## src/rtl/uart_tx_arbiter_pkg.sv

```systemverilog
// Shared definitions for the UART transmit arbiter: FSM states, baud codes,
// default watchdog length and the round-robin pointer increment.
package uart_tx_arbiter_pkg;

  typedef enum logic [1:0] {
    ST_IDLE   = 2'd0,
    ST_LAUNCH = 2'd1,
    ST_WAIT   = 2'd2
  } arb_state_e;

  localparam logic [2:0] BAUD_9600   = 3'd0;
  localparam logic [2:0] BAUD_19200  = 3'd1;
  localparam logic [2:0] BAUD_38400  = 3'd2;
  localparam logic [2:0] BAUD_57600  = 3'd3;
  localparam logic [2:0] BAUD_115200 = 3'd4;

  localparam int TIMEOUT_CYC_DEFAULT = 65535;

  function automatic int wrap_inc(input int idx, input int n);
    return (idx + 1 >= n) ? 0 : idx + 1;
  endfunction

endpackage

```

## src/rtl/uart_tx_arbiter_rr_pick.sv

```systemverilog
// Combinational round-robin pick: lowest-offset set bit at or after ptr,
// scanning upward modulo N.
module uart_rr_pick #(
  parameter int N = 4,
  parameter int W = $clog2(N)
) (
  input  logic [N-1:0] req,
  input  logic [W-1:0] ptr,
  output logic         any,
  output logic [W-1:0] idx
);

  // Scan from the farthest offset down so the nearest candidate is written last
  always_comb begin
    int sum;
    int cand;
    sum  = 0;
    cand = 0;
    any  = |req;
    idx  = {W{1'b0}};
    for (int off = N - 1; off >= 0; off--) begin
      sum  = int'(ptr) + off;
      cand = (sum >= N) ? sum - N : sum;
      idx  = req[cand] ? W'(cand) : idx;
    end
  end

endmodule

```

## src/rtl/uart_tx_arbiter.sv

```systemverilog
// Round-robin scheduler sharing one byte transmitter between NUM_REQ producers,
// with a tx_done watchdog and a baud shadow applied only between bytes.
module uart_tx_arbiter
  import uart_tx_arbiter_pkg::*;
#(
  parameter int         NUM_REQ      = 4,
  parameter int         TIMEOUT_CYC  = TIMEOUT_CYC_DEFAULT,
  parameter logic [2:0] BAUD_DEFAULT = BAUD_115200
) (
  input  logic                       clk,
  input  logic                       reset,
  input  logic [NUM_REQ-1:0]         req_valid,
  input  logic [8*NUM_REQ-1:0]       req_data,
  output logic [NUM_REQ-1:0]         req_ready,
  output logic [NUM_REQ-1:0]         req_done,
  output logic                       timeout_err,
  output logic [$clog2(NUM_REQ)-1:0] grant_id,
  output logic                       busy,
  input  logic                       cfg_baud_we,
  input  logic [2:0]                 cfg_baud,
  output logic [7:0]                 tx_data_byte,
  output logic                       tx_send_en,
  output logic [2:0]                 tx_baud_set,
  input  logic                       tx_done
);

  localparam int IW = $clog2(NUM_REQ);
  localparam int CW = $clog2(TIMEOUT_CYC + 1);
  localparam logic [CW-1:0]      CNT_LAST = CW'(TIMEOUT_CYC - 1);
  localparam logic [NUM_REQ-1:0] ONE_HOT0 = {{(NUM_REQ-1){1'b0}}, 1'b1};

  arb_state_e          state_r, state_next_s;
  logic [IW-1:0]       ptr_r;
  logic [CW-1:0]       cnt_r;
  logic [2:0]          pend_baud_r;
  logic                pend_v_r;
  logic                pick_any_s;
  logic [IW-1:0]       pick_idx_s;
  logic                grant_s, done_s, expire_s;
  logic [NUM_REQ-1:0]  ready_next_s, done_next_s;

  uart_rr_pick #(.N(NUM_REQ), .W(IW)) u_pick (
    .req (req_valid),
    .ptr (ptr_r),
    .any (pick_any_s),
    .idx (pick_idx_s)
  );

  assign grant_s  = (state_r == ST_IDLE) && pick_any_s;
  assign done_s   = (state_r == ST_WAIT) && tx_done;
  // Done in the expiry cycle wins over the watchdog
  assign expire_s = (state_r == ST_WAIT) && !tx_done && (cnt_r == CNT_LAST);

  // State register
  always_ff @(posedge clk) begin
    if (reset) state_r <= ST_IDLE;
    else       state_r <= state_next_s;
  end

  // Next-state logic
  always_comb begin
    state_next_s = state_r;
    case (state_r)
      ST_IDLE:   state_next_s = pick_any_s ? ST_LAUNCH : ST_IDLE;
      ST_LAUNCH: state_next_s = ST_WAIT;
      ST_WAIT:   state_next_s = (done_s || expire_s) ? ST_IDLE : ST_WAIT;
      default:   state_next_s = ST_IDLE;
    endcase
  end

  // Next values of the one-hot handshake outputs
  always_comb begin
    ready_next_s = {NUM_REQ{1'b0}};
    done_next_s  = {NUM_REQ{1'b0}};
    if (grant_s) ready_next_s = ONE_HOT0 << pick_idx_s;
    else         ready_next_s = {NUM_REQ{1'b0}};
    if (done_s)  done_next_s  = ONE_HOT0 << grant_id;
    else         done_next_s  = {NUM_REQ{1'b0}};
  end

  // Registered handshake, grant datapath, pointer and watchdog counter
  always_ff @(posedge clk) begin
    if (reset) begin
      req_ready    <= {NUM_REQ{1'b0}};
      req_done     <= {NUM_REQ{1'b0}};
      timeout_err  <= 1'b0;
      tx_send_en   <= 1'b0;
      busy         <= 1'b0;
      grant_id     <= {IW{1'b0}};
      tx_data_byte <= 8'h00;
      ptr_r        <= {IW{1'b0}};
      cnt_r        <= {CW{1'b0}};
    end else begin
      req_ready   <= ready_next_s;
      req_done    <= done_next_s;
      timeout_err <= expire_s;
      tx_send_en  <= grant_s;
      busy        <= (state_next_s != ST_IDLE);
      if (grant_s) begin
        grant_id     <= pick_idx_s;
        tx_data_byte <= req_data[{pick_idx_s, 3'b000} +: 8];
      end
      if (done_s || expire_s) ptr_r <= IW'(wrap_inc(int'(grant_id), NUM_REQ));
      // Counter holds cycles since the send_en pulse
      if (state_r == ST_IDLE) cnt_r <= {CW{1'b0}};
      else                    cnt_r <= cnt_r + {{(CW-1){1'b0}}, 1'b1};
    end
  end

  // Baud shadow: writes in IDLE apply immediately, otherwise wait for IDLE
  always_ff @(posedge clk) begin
    if (reset) begin
      tx_baud_set <= BAUD_DEFAULT;
      pend_baud_r <= BAUD_DEFAULT;
      pend_v_r    <= 1'b0;
    end else if (state_r == ST_IDLE) begin
      if (cfg_baud_we) begin
        tx_baud_set <= cfg_baud;
        pend_baud_r <= cfg_baud;
        pend_v_r    <= 1'b0;
      end else if (pend_v_r) begin
        tx_baud_set <= pend_baud_r;
        pend_v_r    <= 1'b0;
      end
    end else if (cfg_baud_we) begin
      pend_baud_r <= cfg_baud;
      pend_v_r    <= 1'b1;
    end
  end

endmodule

```

## config.mk

```make
export PLATFORM = sky130hd
export DESIGN_NAME = uart_tx_arbiter
export DESIGN_NICKNAME = d
export VERILOG_FILES = /design/src/rtl/uart_tx_arbiter_pkg.sv /design/src/rtl/uart_tx_arbiter_rr_pick.sv /design/src/rtl/uart_tx_arbiter.sv
export SDC_FILE = /design/constraint.sdc
export NUM_CORES = 1
export LEC_CHECK = 0
export ABC_AREA = 0
export BUFFER_PORTS_ARGS = -buffer_cell sky130_fd_sc_hd__buf_2
export CORE_MARGIN = 4
export CORE_UTILIZATION = 56
export CTS_BUF_LIST = sky130_fd_sc_hd__clkbuf_4 sky130_fd_sc_hd__clkbuf_8
export CTS_CLUSTER_DIAMETER = 30
export CTS_CLUSTER_SIZE = 16
export DETAILED_ROUTE_END_ITERATION = 10
export HOLD_SLACK_MARGIN = 0.12
export PLACE_DENSITY_LB_ADDON = 0.3
export SLEW_MARGIN = 20
export SYNTH_ARGS = -nofsm -noshare
export SYNTH_HDL_FRONTEND = slang
export SYNTH_SLANG_ARGS = --single-unit
```

## constraint.sdc

```tcl
create_clock -name clk -period 3.65 [get_ports clk]
set_input_delay 0.1825 -clock clk [delete_from_list [all_inputs] [get_ports clk]]
set_output_delay 0.1825 -clock clk [all_outputs]
set_load 0.03 [all_outputs]
```

==> results.sh <==
export IMPL_synth_seq_cells=48
export IMPL_end_kind="flip-flop"
export IMPL_grt_pass1_vias=1809
export IMPL_die_area_sq_um=4590
export IMPL_pwr_share_seq_pct=55.0
export IMPL_slew_headroom_pct=30.6
export IMPL_crit_type="reg -> reg"
export IMPL_cp_common_cell="dlygate4sd3_1"
export IMPL_vias_per_cell=5.27
export IMPL_yosys_warnings=0
export IMPL_numCtsBuffers=5
export IMPL_area_growth_pct=28.9
export IMPL_path_buf_inv=2
export IMPL_synth_distinct_cells=29
export IMPL_grt_ovfl_total=0
export IMPL_hpwl_mm=3.08
export IMPL_initial_core_util_pct=59.0
export IMPL_period_share_pct=85.8
export IMPL_swShare_pct=29.9
export IMPL_routedWlPerCell_microns=13.5
export IMPL_io_buffers=66
export IMPL_min_period_ns=3.13
export IMPL_seq_area_frac_synth_pct=48.1
export IMPL_drt_total_wl_mm=4.67
export IMPL_dr_pass1_iters=4
export IMPL_grt_pass1_wl_mm=7.76
export IMPL_rsz0062_at_grt="false"
export IMPL_antenna_found_initial=0
export IMPL_path_clk_slew_ns=0.15
export IMPL_final_cells=347
export IMPL_tightestPinTransition_ns=1.04
export IMPL_finalSetupViolations=0
export IMPL_drive_above_1_share_pct=25.9
export IMPL_slowest_stage="o2bb2a_1"
export IMPL_syn_cell_area_sq_um=2000
export IMPL_die_w_microns=67.8
export IMPL_drv_slew=0
export IMPL_syn_inst=219
export IMPL_htree_num_levels=2
export IMPL_die_h_microns=67.8
export IMPL_clock_fmax_mhz=319
export IMPL_netlist_area_leader_share_pct=48.1
export IMPL_dp_cells=323
export IMPL_cp_cell_sequence="a21oi_1 -> o21ai_0 -> o2bb2a_1 -> mux2i_1 -> dlygate4sd3_1 -> o221ai_1 -> dlygate4sd3_1"
export IMPL_hold_viol=0
export IMPL_layout_commonest_cell="buf_2"
export IMPL_cts_path_max_buffers=2
export IMPL_p_switching_w=0.000311
export IMPL_gp_congestion=0.785
export IMPL_synth_largest_area_cell="dfxtp_1"
export IMPL_cts_sinks=48
export IMPL_worstPathArrival_ns=3.41
export IMPL_min_path_type="in -> reg"
export IMPL_pin_count=67
export IMPL_synth_fp_nets=265
export IMPL_drtIter0Drc=110
export IMPL_pwr_share_clk_pct=25.5
export IMPL_critPathTopFamily="compound AO/OA/AOI/OAI gates"
export IMPL_vdd_drop_max_mv=0.365
export IMPL_whs_ns=0.132
export IMPL_root_buffer="clkbuf_4"
export IMPL_power_internal_w=0.000730
export IMPL_skew_ns=0.0145
export IMPL_p_leak_nw=1.12
export IMPL_std_cell_rows=21
export IMPL_yosys_top_cells_area="dfxtp_1 (48%), mux2i_1 (11%), nor2_1 (6.9%), nand2_1 (4.1%), o221ai_1 (3.5%)"
export IMPL_required_ns=3.93
export IMPL_post_route_util_pct=76.0
export IMPL_power_frac_comb_pct=19.4
export IMPL_grt_max_degree=21
export IMPL_ant_nets=0
export IMPL_mostFrequentLayoutCells="buf_2 (66), dfxtp_1 (48), nor2_1 (37), nand2_1 (22), mux2i_1 (21)"
export IMPL_final_nets=346
export IMPL_setup_tns_ns=0
export IMPL_power_density_nw_per_um2=404
export IMPL_drc=0
export IMPL_avgSynthCellArea_sq_um=9.13
export IMPL_vias=1829
export IMPL_antenna_cells=0
export IMPL_cp_start_kind="flip-flop"
export IMPL_cp_max_fo=20
export IMPL_cts_tree="built"
export IMPL_clock_latency_ns=0.37
export IMPL_maxCapViolCount=0
export IMPL_grt_total_usage_pct=22.2
export IMPL_outcome="finished clean"
export IMPL_critPathMaxStageDelay_ns=0.93
export IMPL_core_area_sq_um=3390
[cell usage after synthesis, drive strengths merged]
master	instances
a211oi	2
or2	1
o221ai	8
inv	7
xnor2	3
o21ai	5
o41ai	1
nand4	4
nand2b	7
nor3	4
nand2	22
ha	3
nor3b	1
xor2	8
nand3	7
and3	1
or3	5
clkbuf	5
o2bb2a	1
or4	1
buf	3
dfxtp	48
nor4	2
a21oi	11
mux2i	21
a311oi	1
nor2	37
[worst paths after layout]
| kind | start | endpoint | slack, ns | depth (start not counted) |
|---|---|---|---|---|
| worst max-delay path | ptr_r[1] | tx_data_byte[5] | 0.52 | 7 |
| worst min-delay path | req_data[12] | tx_data_byte[4] | 0.13 | 3 |
| worst max register to register | ptr_r[1] | tx_data_byte[5] | 0.52 | 7 |
| worst min register to register | ptr_r[0] | ptr_r[0] | 0.48 | 2 |
[logic make-up after synthesis]
logic type	share of synthesized area, %
AO/OA/AOI/OAI	10.0
XOR/XNOR	4.82
adder cells (fa/ha/maj)	1.88
buffers and inverters	3.07
flip-flops	48.1
multiplexers	10.5
AND/OR/NAND/NOR	21.7
[stage by stage]
step	power, W	worst slack [ns]	area [sq um]
6_report	0.00104	0.518	2580
5_1_grt	0.00110	0.300	2580
4_1_cts	0.00104	0.561	2570
3_5_place_dp	0.000763	1.58	2350
3_3_place_gp	0.000761	1.69	2350
2_1_floorplan	0.000701	2.10	2000
[metal layers]
layer | global-route usage (%) | part of all wire (%) | up-vias
li1 | - | - | 915
met1 | 27.4 | 41 | 830
met2 | 36.9 | 50 | 71
met3 | 4.83 | 6.6 | 13
met4 | 9.62 | 1.9 | 0
met5 | 0 | 0 | -
[worst reg2reg max path: stages, from the launching register on]
cell           delay, ns
dfxtp_1             0.39
a21oi_1             0.13
o21ai_0             0.07
o2bb2a_1            0.93
mux2i_1             0.28
dlygate4sd3_1       0.57
o221ai_1            0.10
dlygate4sd3_1       0.57
[flip-flops by register name, indices dropped and copies added (netlist names), 3 cells and up]
register      cells
req_done          4
tx_data_byte      8
cnt_r            16
pend_baud_r       3
req_ready         4
tx_baud_set       3
[power groups by stage]
stage,Combinational [W],Clock (W),Sequential [W]
6_report,0.000202,0.000266,0.000573
5_1_grt,0.000222,0.000296,0.000578
4_1_cts,0.000197,0.000273,0.000572
3_5_place_dp,0.000181,0,0.000582
3_3_place_gp,0.000178,0,0.000583
2_1_floorplan,0.0000763,0,0.000625
[final cells by class]
cell class,count,area (sq um)
fillers,240,812
clock inverters,2,13.8
repair buffers,82,490
well taps,46,57.6
flip-flops and latches,48,961
multi-input cells,156,977
inverters,7,26.3
clock buffers,6,51.3
[timing repair]
item / 4_1_cts / 5_1_grt
resized for setup: 0 / 0
hold endpoints to repair: 9 / 1
hold buffers: 15 / 1
buffers inserted: 0 / 0
Power figures use the tool's default switching activity.
